## src/rtl/pong_pkg.sv

```systemverilog
// rtl/pong_pkg.sv - shared screen geometry, ball state and coordinate types for pong
package pong_pkg;
   localparam int H_VISIBLE = 640;
   localparam int V_VISIBLE = 480;
   localparam int BORDER    = 8;

   typedef enum logic {
      SERVE = 1'b0,
      PLAY  = 1'b1
   } ball_state_t;

   typedef logic [9:0] xcoord_t;
   typedef logic [8:0] ycoord_t;
endpackage

```

## src/rtl/pong_frame_tick.sv

```systemverilog
// rtl/pong_frame_tick.sv - single-cycle frame strobe on the first blanked line
module pong_frame_tick
   import pong_pkg::*;
(
   input  logic [9:0] counterx,
   input  logic [8:0] countery,
   output logic       tick
);
   assign tick = (counterx == 10'd0) && (countery == ycoord_t'(V_VISIBLE));
endmodule

```

## src/rtl/pong_ball.sv

```systemverilog
// rtl/pong_ball.sv - ball motion, wall/paddle collision and per-pixel ball_on
module pong_ball
   import pong_pkg::*;
#(
   parameter int BALL_SIZE    = 8,
   parameter int SPEED        = 2,
   parameter int PADDLE_X     = 16,
   parameter int PADDLE_W     = 8,
   parameter int PADDLE_H     = 64,
   parameter int SERVE_FRAMES = 60
) (
   input  logic       clk,
   input  logic       reset_n,
   input  logic [9:0] counterx,
   input  logic [8:0] countery,
   input  logic [8:0] paddle_y,
   output logic       ball_on,
   output logic [9:0] ball_x,
   output logic [8:0] ball_y,
   output logic       hit,
   output logic       miss,
   output logic       serving
);
   localparam int CW = (SERVE_FRAMES > 1) ? $clog2(SERVE_FRAMES) : 1;
   localparam xcoord_t CENTRE_X = xcoord_t'(H_VISIBLE / 2 - BALL_SIZE / 2);
   localparam ycoord_t CENTRE_Y = ycoord_t'(V_VISIBLE / 2 - BALL_SIZE / 2);

   // Collision maths runs in 11-bit signed so a step past 0 stays negative.
   typedef logic signed [10:0] s11_t;
   localparam s11_t S_SPEED  = s11_t'(SPEED);
   localparam s11_t S_SIZE   = s11_t'(BALL_SIZE);
   localparam s11_t S_TOP    = s11_t'(BORDER);
   localparam s11_t S_BOTTOM = s11_t'(V_VISIBLE - BORDER);
   localparam s11_t S_RIGHT  = s11_t'(H_VISIBLE - BORDER);
   localparam s11_t S_FACE   = s11_t'(PADDLE_X + PADDLE_W);
   localparam s11_t S_PAD_H  = s11_t'(PADDLE_H);

   ball_state_t   state, state_next;
   logic [CW-1:0] serve_cnt, serve_cnt_next;
   xcoord_t       ball_x_next;
   ycoord_t       ball_y_next;
   logic          dir_x, dir_y, dir_x_next, dir_y_next;
   logic          hit_next, miss_next, ball_on_next, tick;
   s11_t          bx, by, py, nx, ny;

   pong_frame_tick u_frame_tick (
      .counterx (counterx),
      .countery (countery),
      .tick     (tick)
   );

   always_ff @(posedge clk or negedge reset_n) begin
      if (!reset_n) begin
         state     <= SERVE;
         serve_cnt <= '0;
         ball_x    <= CENTRE_X;
         ball_y    <= CENTRE_Y;
         dir_x     <= 1'b1;
         dir_y     <= 1'b1;
         ball_on   <= 1'b0;
         hit       <= 1'b0;
         miss      <= 1'b0;
      end else begin
         state     <= state_next;
         serve_cnt <= serve_cnt_next;
         ball_x    <= ball_x_next;
         ball_y    <= ball_y_next;
         dir_x     <= dir_x_next;
         dir_y     <= dir_y_next;
         ball_on   <= ball_on_next;
         hit       <= hit_next;
         miss      <= miss_next;
      end
   end

   always_comb begin
      state_next     = state;
      serve_cnt_next = serve_cnt;
      ball_x_next    = ball_x;
      ball_y_next    = ball_y;
      dir_x_next     = dir_x;
      dir_y_next     = dir_y;
      hit_next       = 1'b0;
      miss_next      = 1'b0;
      bx = s11_t'({1'b0, ball_x});
      by = s11_t'({2'b00, ball_y});
      py = s11_t'({2'b00, paddle_y});
      nx = dir_x ? bx + S_SPEED : bx - S_SPEED;
      ny = dir_y ? by + S_SPEED : by - S_SPEED;
      ball_on_next = (counterx >= ball_x) &&
                     ({1'b0, counterx} < {1'b0, ball_x} + 11'(BALL_SIZE)) &&
                     (countery >= ball_y) &&
                     ({1'b0, countery} < {1'b0, ball_y} + 10'(BALL_SIZE));

      if (tick) begin
         if (state == SERVE) begin
            ball_x_next = CENTRE_X;
            ball_y_next = CENTRE_Y;
            if (serve_cnt == CW'(SERVE_FRAMES - 1)) begin
               state_next     = PLAY;
               serve_cnt_next = '0;
            end else begin
               serve_cnt_next = serve_cnt + CW'(1);
            end
         end else begin
            if (ny < S_TOP) begin
               ball_y_next = ycoord_t'(S_TOP);
               dir_y_next  = 1'b1;
            end else if (ny + S_SIZE > S_BOTTOM) begin
               ball_y_next = ycoord_t'(S_BOTTOM - S_SIZE);
               dir_y_next  = 1'b0;
            end else begin
               ball_y_next = ycoord_t'(ny);
            end

            // Paddle test uses the pre-move row so the face crossing is judged where the ball was.
            if (nx + S_SIZE > S_RIGHT) begin
               ball_x_next = xcoord_t'(S_RIGHT - S_SIZE);
               dir_x_next  = 1'b0;
            end else if (!dir_x && (bx >= S_FACE) && (nx < S_FACE) &&
                         (by + S_SIZE > py) && (by < py + S_PAD_H)) begin
               ball_x_next = xcoord_t'(S_FACE);
               dir_x_next  = 1'b1;
               hit_next    = 1'b1;
            end else if (nx < S_TOP) begin
               miss_next   = 1'b1;
               state_next  = SERVE;
               ball_x_next = CENTRE_X;
               ball_y_next = CENTRE_Y;
               dir_x_next  = 1'b1;
               dir_y_next  = ~dir_y_next;
            end else begin
               ball_x_next = xcoord_t'(nx);
            end
         end
      end
   end

   always_comb begin
      serving = (state == SERVE);
   end
endmodule

```

## config.mk

```make
export PLATFORM = sky130hd
export DESIGN_NAME = pong_ball
export DESIGN_NICKNAME = d
export VERILOG_FILES = /design/src/rtl/pong_pkg.sv /design/src/rtl/pong_frame_tick.sv /design/src/rtl/pong_ball.sv
export SDC_FILE = /design/constraint.sdc
export NUM_CORES = 1
export LEC_CHECK = 0
export BUFFER_PORTS_ARGS = -buffer_cell sky130_fd_sc_hd__buf_2
export CAP_MARGIN = 10
export CORE_MARGIN = 10
export CORE_UTILIZATION = 53
export DETAILED_ROUTE_END_ITERATION = 10
export PLACE_DENSITY = 0.81
export SYNTH_ARGS = -nofsm -noshare
export SYNTH_HDL_FRONTEND = slang
export SYNTH_SLANG_ARGS = --single-unit
```

## constraint.sdc

```tcl
create_clock -name clk -period 3.3 [get_ports clk]
set_input_delay 0.66 -clock clk [delete_from_list [all_inputs] [get_ports clk]]
set_output_delay 0.66 -clock clk [all_outputs]
set_load 0.01 [all_outputs]
```

==> qor.yml, run 1 <==
grt:
  initial_antenna_violation_count: 0
  grt-ovfl-total: 0
  wire_length_of_the_first_global_routing_pass_mm: 17.8
  grt_start_max_net_pins: 31
  grt_pass1_vias: 3779
  track_usage_pct: 20.6
power:
  finalPower_w: 0.000787
  power.ir.vdd_worst_mv: 0.123
  power_per_cell_area_nw_per_um2: 169
  leakage_dissipation_nw: 2.19
floorplanning:
  die-width_um: 103
  die_h_um: 103
  core.rowCount: 30
  core_um2: 6790
  start_util_pct: 54.3
  num_io_pins: 53
  die-area_um2: 10700
setup_path:
  worst-r2r-setup-slack_ps: 60
  worstPathArrival_ps: 3460
  capturing_element_type_of_the_critical_path: "flop"
  slowest_delay_ps: 620
  cp.required_ps: 3520
  crit_slowest_cell: "dfstp_2"
  critical_path.top_delay_family: "compound AO/OA/AOI/OAI gates"
  critical_path.cell_chain: "buf_6 > fa_2 > a211oi_4 > buf_4 > or2_4 > o311ai_4 > and2_4 > nor2_1 > o221ai_1 > a32o_2 > or4b_4 > o22a_1"
  criticalPathCategory: "reg -> reg"
  reg2regPathDepth: 12
  timing.critical_path.from_type: "flop"
  cp.buffers_inverters: 2
  r2r-start: "ball_x[2]"
  worstPathMaxFanout: 4
  reg2reg_to: "ball_x[4]"
synth:
  post_synth_num_cell_types: 68
  synth_async_sr_flop_share_pct: 100
  synth_edf_count: 0
  yosys.cell_count.top_type: "ha_1"
  netlist.area_leader.share_pct: 22.0
  synth.net_count: 535
  synth.yosys.warnings: 0
  ys.flop_type: "dfrtp_1"
  share_of_synthesized_area_occupied_by_flip_flops_and_latches_pct: 20.8
  ys_top_cells_by_count: "65 x ha_1, 46 x inv_1, 32 x nor2_1"
  post_synth_inst_count: 439
  ys_top_cells_by_area: "ha_1 22%, dfrtp_1 12%, dfstp_2 8.5%, xnor2_1 5.2%, inv_1 4.7%"
  synth-seq-cells: 30
  synthDominantAreaCellType: "ha_1"
  syn-mean-instance-area_um2: 8.40
  synthesis.area_um2: 3690
route:
  routed_wl_mm: 10.9
  ant_nets: 0
  drt_drc_violations_left: 0
  routed_wire_length_per_instance_um: 17.2
  route.detailed.vias_per_inst: 5.95
  drt_iter0_markers: 237
  firstDrtPassIters: 5
  num_vias: 3781
sta:
  final-setup-viol-count: 0
  layout_min_cycle_time_ps: 3240
  timing.clock.skew_ps: 5.93
  rsz_0062_raised_after_global_routing: "yes"
  timing_hold_violations_final: 0
  finalMaxSlewViolations: 0
  fmax_mhz: 309
  period_share_pct: 98.1
  maxSlewHeadroom_pct: 53.5
  timing_worst_slew_pin_value_ps: 697
layout:
  register_area_um2: 766
  num-nets-final: 634
  areaGrowthSynthToFinish_pct: 25.9
  antenna_cells: 0
  num-fill-cells: 555
  design_area_um2: 4640
  drive_above_1_share_pct: 28.9
  multi_input_comb_area_um2: 2890
clocking:
  clk_pin_slew_ps: 70
  clock_latency_reported_for_the_late_side_of_the_worst_skew_pair_ps: 290
  cts.sinks: 30
  cts_tree: "yes"
  root_buffer: "clkbuf_8"
  tritoncts.num_buffers: 5
  clock_path_buffers: 2
  ctsHoldBuffers: 0
  htree_num_levels: 2
flow_run:
  drv.max_cap_violation_count: 0
place:
  buffer_ports.inserted: 51
  detailedPlacementHpwl_mm: 8.88
  place_area_um2: 4360
  gp_congestion: 0.990
min_path:
  tightest_hold_check_type: "in -> async"
status:
  run_status: "complete, no violations"
==> worst reg2reg max path: cells and delay by family (launching register included) <==
family | cells | cell delay, ps
adder cells (fa/ha/maj) | 1 | 270
AO/OA/AOI/OAI | 5 | 1000
flip-flops | 1 | 620
buffers and inverters | 2 | 270
AND/OR/NAND/NOR | 4 | 1000
==> placed cells by master (no fill, tap or decap), types with 7 or more instances in the layout <==
master   instances
a21o_1           8
a21oi_1         24
a22oi_1          7
buf_2           51
buf_4           43
dfrtp_1         18
dfstp_2         12
ha_1            62
inv_1           45
nand2_1         26
nand3_1         20
nor2_1          31
nor3_1          13
nor4_1           7
o21ai_0         22
xnor2_1         17
==> area by class of cell <==
class | instances | area share, %
clock buffer | 7 | 1.86
sequential | 30 | 16.5
clock inverter | 1 | 0.108
timing repair buffer | 96 | 12.9
inverter | 47 | 3.85
tap | 96 | 2.59
multi-input combinational | 358 | 62.2
==> metrics by stage <==
stage | setup WS [ps] | std cells | util [%] | hold slack [ps] | setup TNS (ps)
6_report | 62.4 | 635 | 68.4 | 411 | 0
5_1_grt | -65.3 | 635 | 68.4 | 455 | -247
4_1_cts | 38.8 | 632 | 65.9 | 433 | 0
3_5_place_dp | -90.8 | 624 | 64.2 | 495 | -100
3_3_place_gp | 32.0 | 624 | 64.2 | 478 | 0
2_1_floorplan | -134 | 439 | - | 364 | -277
==> report_power, final <==
| group | switching [W] | leakage, nW | total [W] | internal (W) |
|---|---|---|---|---|
| clock | 0.000148 | 0.0482 | 0.000316 | 0.000168 |
| sequential | 0.0000000295 | 0.351 | 0.000369 | 0.000369 |
| combinational | 0.0000576 | 1.79 | 0.000103 | 0.0000451 |
==> sequential cells by signal, summed over array words and instances, names as in the netlist <==
register	count
ball_on	1
ball_x	9
ball_y	9
dir_x	1
dir_y	1
hit	1
miss	1
serve_cnt	6
state	1
==> cell families (layout without fill, tap and decap cells) <==
family | Yosys count | in the layout | synth area share (%)
compound gates | 122 | 122 | 23.5
xor+xnor | 25 | 25 | 6.34
fa+ha+maj | 66 | 66 | 22.6
buf+inv | 51 | 151 | 5.29
flops | 30 | 30 | 20.8
mux | 2 | 2 | 0.543
other cells | 1 | 1 | 0.102
simple gates | 142 | 142 | 20.9
==> worst max path at each step <==
stage / start / endpoint / slack, ps / cells after the start
floorplan: dir_x / ball_x[4] / -130 / 14
detailed placement: paddle_y[6] / ball_y[1] / -90 / 12
finish: ball_x[2] / ball_x[4] / 60 / 12
global route: ball_y[3] / ball_y[1] / -70 / 13
global placement: paddle_y[6] / ball_y[1] / 30 / 12
CTS: ball_y[3] / ball_y[1] / 40 / 11
==> metal layers <==
| layer | share of wire [%] | track usage [%] | routed length [um] |
|---|---|---|---|
| met1 | 41 | 24.9 | 4510 |
| met2 | 50 | 36.7 | 5500 |
| met3 | 7.2 | 3.06 | 784 |
| met4 | 1.4 | 5.99 | 153 |
| met5 | 0 | 0 | 0 |
==> repair_timing <==
action,CTS,global route
buffers inserted,0,3
gates resized for setup,7,26
pin swaps,2,20
endpoints found under the setup margin,4,21
(Power assumes the default switching activity.)
==> inputs of run 2 (changes only) <==
ABC_AREA = 1   (was not set)
CORE_UTILIZATION = 54   (was 53)
==> run 2 against run 1 <==
Net effect:
- utilization down 6.3 points
- fmax up 4.1%
- clock skew about the same
==> qor.yml, run 2 <==
flow_run:
  drv.max_cap_violation_count: 0  # unchanged
setup_path:
  timing.critical_path.from_type: "flop"  # unchanged
  criticalPathCategory: "reg -> reg"  # unchanged
  worstPathArrival_ps: 3300  # was 3460 ps
  cp.required_ps: 3490  # was 3520 ps
  capturing_element_type_of_the_critical_path: "flop"  # unchanged
  worstPathMaxFanout: 9  # was 4
place:
  buffer_ports.inserted: 51  # unchanged
  detailedPlacementHpwl_mm: 10.1  # was 8.88 mm
  gp_congestion: 0.878  # was 0.990
layout:
  mostFrequentLayoutCell: "nand2_1"  # was ha_1
  areaGrowthSynthToFinish_pct: 12.3  # was 25.9%
  mostFrequentLayoutCells: "151 x nand2_1, 94 x inv_1, 70 x nand3_1, 64 x ha_1, 54 x nor2_1"  # was 62 x ha_1, 51 x buf_2, 45 x inv_1, 43 x buf_4, 31 x nor2_1
  antenna_cells: 0  # unchanged
  num-fill-cells: 747  # was 555
  drive_above_1_share_pct: 17.3  # was 28.9%
  num-nets-final: 806  # was 634
  final_util_pct: 62.1  # was 68.4%
  top_regs: "ball_x: 9 flops, ball_y: 9 flops, serve_cnt: 6 flops"  # unchanged
status:
  run_status: "complete, no violations"  # unchanged
synth:
  synthDominantAreaCellType: "ha_1"  # unchanged
  synth.yosys.warnings: 0  # unchanged
  post_synth_num_cell_types: 52  # was 68
  synth_compound_gate_area_share_pct: 13.3  # was 23.5%
  synthSimpleGateAreaFrac_pct: 36.5  # was 20.9%
  ys_top_cells_by_count: "152 x nand2_1, 96 x inv_1, 70 x nand3_1"  # was 65 x ha_1, 46 x inv_1, 32 x nor2_1
  ys.flop_type: "dfrtp_1"  # unchanged
  synth_async_sr_flop_share_pct: 100  # unchanged
  synth_fa_ha_area_share_pct: 19.5  # was 22.6%
  synth.net_count: 746  # was 535
  synth_edf_count: 0  # unchanged
  share_of_synthesized_area_occupied_by_flip_flops_and_latches_pct: 17.9  # was 20.8%
  yosys.cell_count.top_type: "nand2_1"  # was ha_1
  syn-mean-instance-area_um2: 6.57  # was 8.40 um^2
  synthesis.area_um2: 4270  # was 3690 um^2
  synth_top_family_by_area: "simple AND/OR/NAND/NOR gates"  # was compound AO/OA/AOI/OAI gates
  netlist.area_leader.share_pct: 19.0  # was 22.0%
  post_synth_inst_count: 650  # was 439
  synth-seq-cells: 30  # unchanged
  ys_top_cells_by_area: "ha_1 19%, nand2_1 13%, dfrtp_1 11%, inv_1 8.4%, nand3_1 8.2%"  # was ha_1 22%, dfrtp_1 12%, dfstp_2 8.5%, xnor2_1 5.2%, inv_1 4.7%
  yosys.area_share.xor_xnor_pct: 2.46  # was 6.34%
  synth_mux_area_share_pct: 0  # was 0.543%
route:
  routed_wl_mm: 12.4  # was 10.9 mm
  routed_wire_length_per_instance_um: 15.2  # was 17.2 um
  route.detailed.vias_per_inst: 5.70  # was 5.95
  drt_iter0_markers: 313  # was 237
  num_vias: 4632  # was 3781
  drt_drc_violations_left: 0  # unchanged
  ant_nets: 0  # unchanged
  firstDrtPassIters: 5  # unchanged
sta:
  period_share_pct: 94.2  # was 98.1%
  layout_min_cycle_time_ps: 3110  # was 3240 ps
  fmax_mhz: 322  # was 309 MHz
  timing_worst_slew_pin_value_ps: 693  # was 697 ps
  timing.clock.skew_ps: 6.00  # was 5.93 ps
  final-setup-viol-count: 0  # unchanged
  hold_slack_ps: 425  # was 411 ps
  maxSlewHeadroom_pct: 53.8  # was 53.5%
  rsz_0062_raised_after_global_routing: "no"  # was yes
  finalMaxSlewViolations: 0  # unchanged
  timing_hold_violations_final: 0  # unchanged
grt:
  grt-ovfl-total: 0  # unchanged
  track_usage_pct: 20.4  # was 20.6%
  initial_antenna_violation_count: 0  # unchanged
  grt_pass1_vias: 4416  # was 3779
  grt_start_max_net_pins: 31  # unchanged
  wire_length_of_the_first_global_routing_pass_mm: 20.1  # was 17.8 mm
clocking:
  cts.sinks: 30  # unchanged
  clock_latency_reported_for_the_late_side_of_the_worst_skew_pair_ps: 280  # was 290 ps
  root_buffer: "clkbuf_8"  # unchanged
  tritoncts.num_buffers: 5  # unchanged
  htree_num_levels: 2  # unchanged
  clock_path_buffers: 2  # unchanged
  ctsHoldBuffers: 0  # unchanged
  cts_tree: "yes"  # unchanged
  clk_pin_slew_ps: 70  # about the same
power:
  power.ir.vdd_worst_mv: 0.150  # was 0.123 mV
  leakage_dissipation_nw: 2.70  # was 2.19 nW
  power_per_cell_area_nw_per_um2: 164  # was 169 nW/um^2
min_path:
  tightest_hold_check_type: "in -> async"  # unchanged
floorplanning:
  die_h_um: 109  # was 103 um
  core.rowCount: 32  # was 30
  num_io_pins: 53  # unchanged
  die-area_um2: 11900  # was 10700 um^2
  start_util_pct: 55.3  # was 54.3%
  core_um2: 7730  # was 6790 um^2
  die-width_um: 109  # was 103 um
-- run 2: cell types whose count changed after synthesis, moves of 15 or more --
| cell | delta |
|---|---|
| nor2_1 | +22 |
| nand3_1 | +50 |
| nand2_1 | +125 |
| xnor2_1 | -17 |
| inv_1 | +50 |
| nand4_1 | +15 |
-- run 2: power breakdown --
part / leakage, nW / internal, W / switching, W
combinational: 2.34 / 0.0000422 / 0.0000666
clock: 0.0472 / 0.000167 / 0.000141
sequential: 0.315 / 0.000369 / 0.0000000830
-- run 2: stage by stage --
step / total power, W / std cells / area [um^2] / setup TNS, ps / setup slack, ps
6_report: 0.000786 / 813 / 4800 / 0 / 190
5_1_grt: 0.000825 / 813 / 4800 / 0 / 25.6
4_1_cts: 0.000790 / 810 / 4750 / 0 / 9.45
3_5_place_dp: 0.000482 / 802 / 4650 / -0.475 / -0.475
3_3_place_gp: 0.000475 / 802 / 4650 / 0 / 275
2_1_floorplan: 0.000431 / 650 / 4270 / 0 / 467
-- run 2: path summary, 6_finish.rpt --
path	depth (start not counted)	to	slack, ps	startpoint
min	1	ball_y[8]	420	reset_n
min in group clk	2	serve_cnt[1]	540	serve_cnt[1]
max	19	ball_x[8]	190	dir_x
max in group asynchronous	1	ball_x[6]	2430	reset_n
max reg2reg	19	ball_x[8]	190	dir_x
min reg2reg	2	serve_cnt[1]	540	serve_cnt[1]
-- run 2: repair_timing --
item / in CTS / in global routing
resized for setup: 0 / 6
endpoints found under the setup margin: 0 / 21
hold endpoints to repair: 0 / 0
buffers inserted: 0 / 3
-- run 2: kinds of logic after synthesis --
logic type / count (synthesis)
and+or+nand+nor: 338
adders and majority gates: 66
buffers and inverters: 113
DFF: 30
AOI/OAI and AO/OA: 90
other: 1
xor gates and xnor gates: 12
-- run 2: cell type report --
cell class / instances / area, um^2 / area share, %
clock buffers: 6 / 82.6 / 1.72
clock inverters: 2 / 12.5 / 0.261
inverters: 108 / 412 / 8.58
multi-input cells: 507 / 3090 / 64.4
flip-flops and latches: 30 / 766 / 16.0
well taps: 102 / 128 / 2.66
repair buffers: 58 / 308 / 6.42
-- run 2: critical path: stages (launching register included) --
cell and delay [ps]:
dfstp_2 570, clkinvlp_4 190, ha_4 360, nand2_1 60, nand2_1 80, inv_2 50, nand2_1 70, nand2_1 70
nand2_2 130, inv_2 60, ha_1 280, nand3_1 90, nand3_1 100, nor2_1 110, nand3_1 90, nand3_2 100
nand3_4 130, a21oi_4 270, buf_4 160, a22oi_1 50
-- run 2: routing by layer --
metal | wire length, um | part of all wire, % | GRT usage, %
met2 | 6100 | 49 | 36.4
met4 | 209 | 1.7 | 5.56
met1 | 5050 | 41 | 24.7
met5 | 0 | 0 | 0
met3 | 997 | 8.1 | 3.42
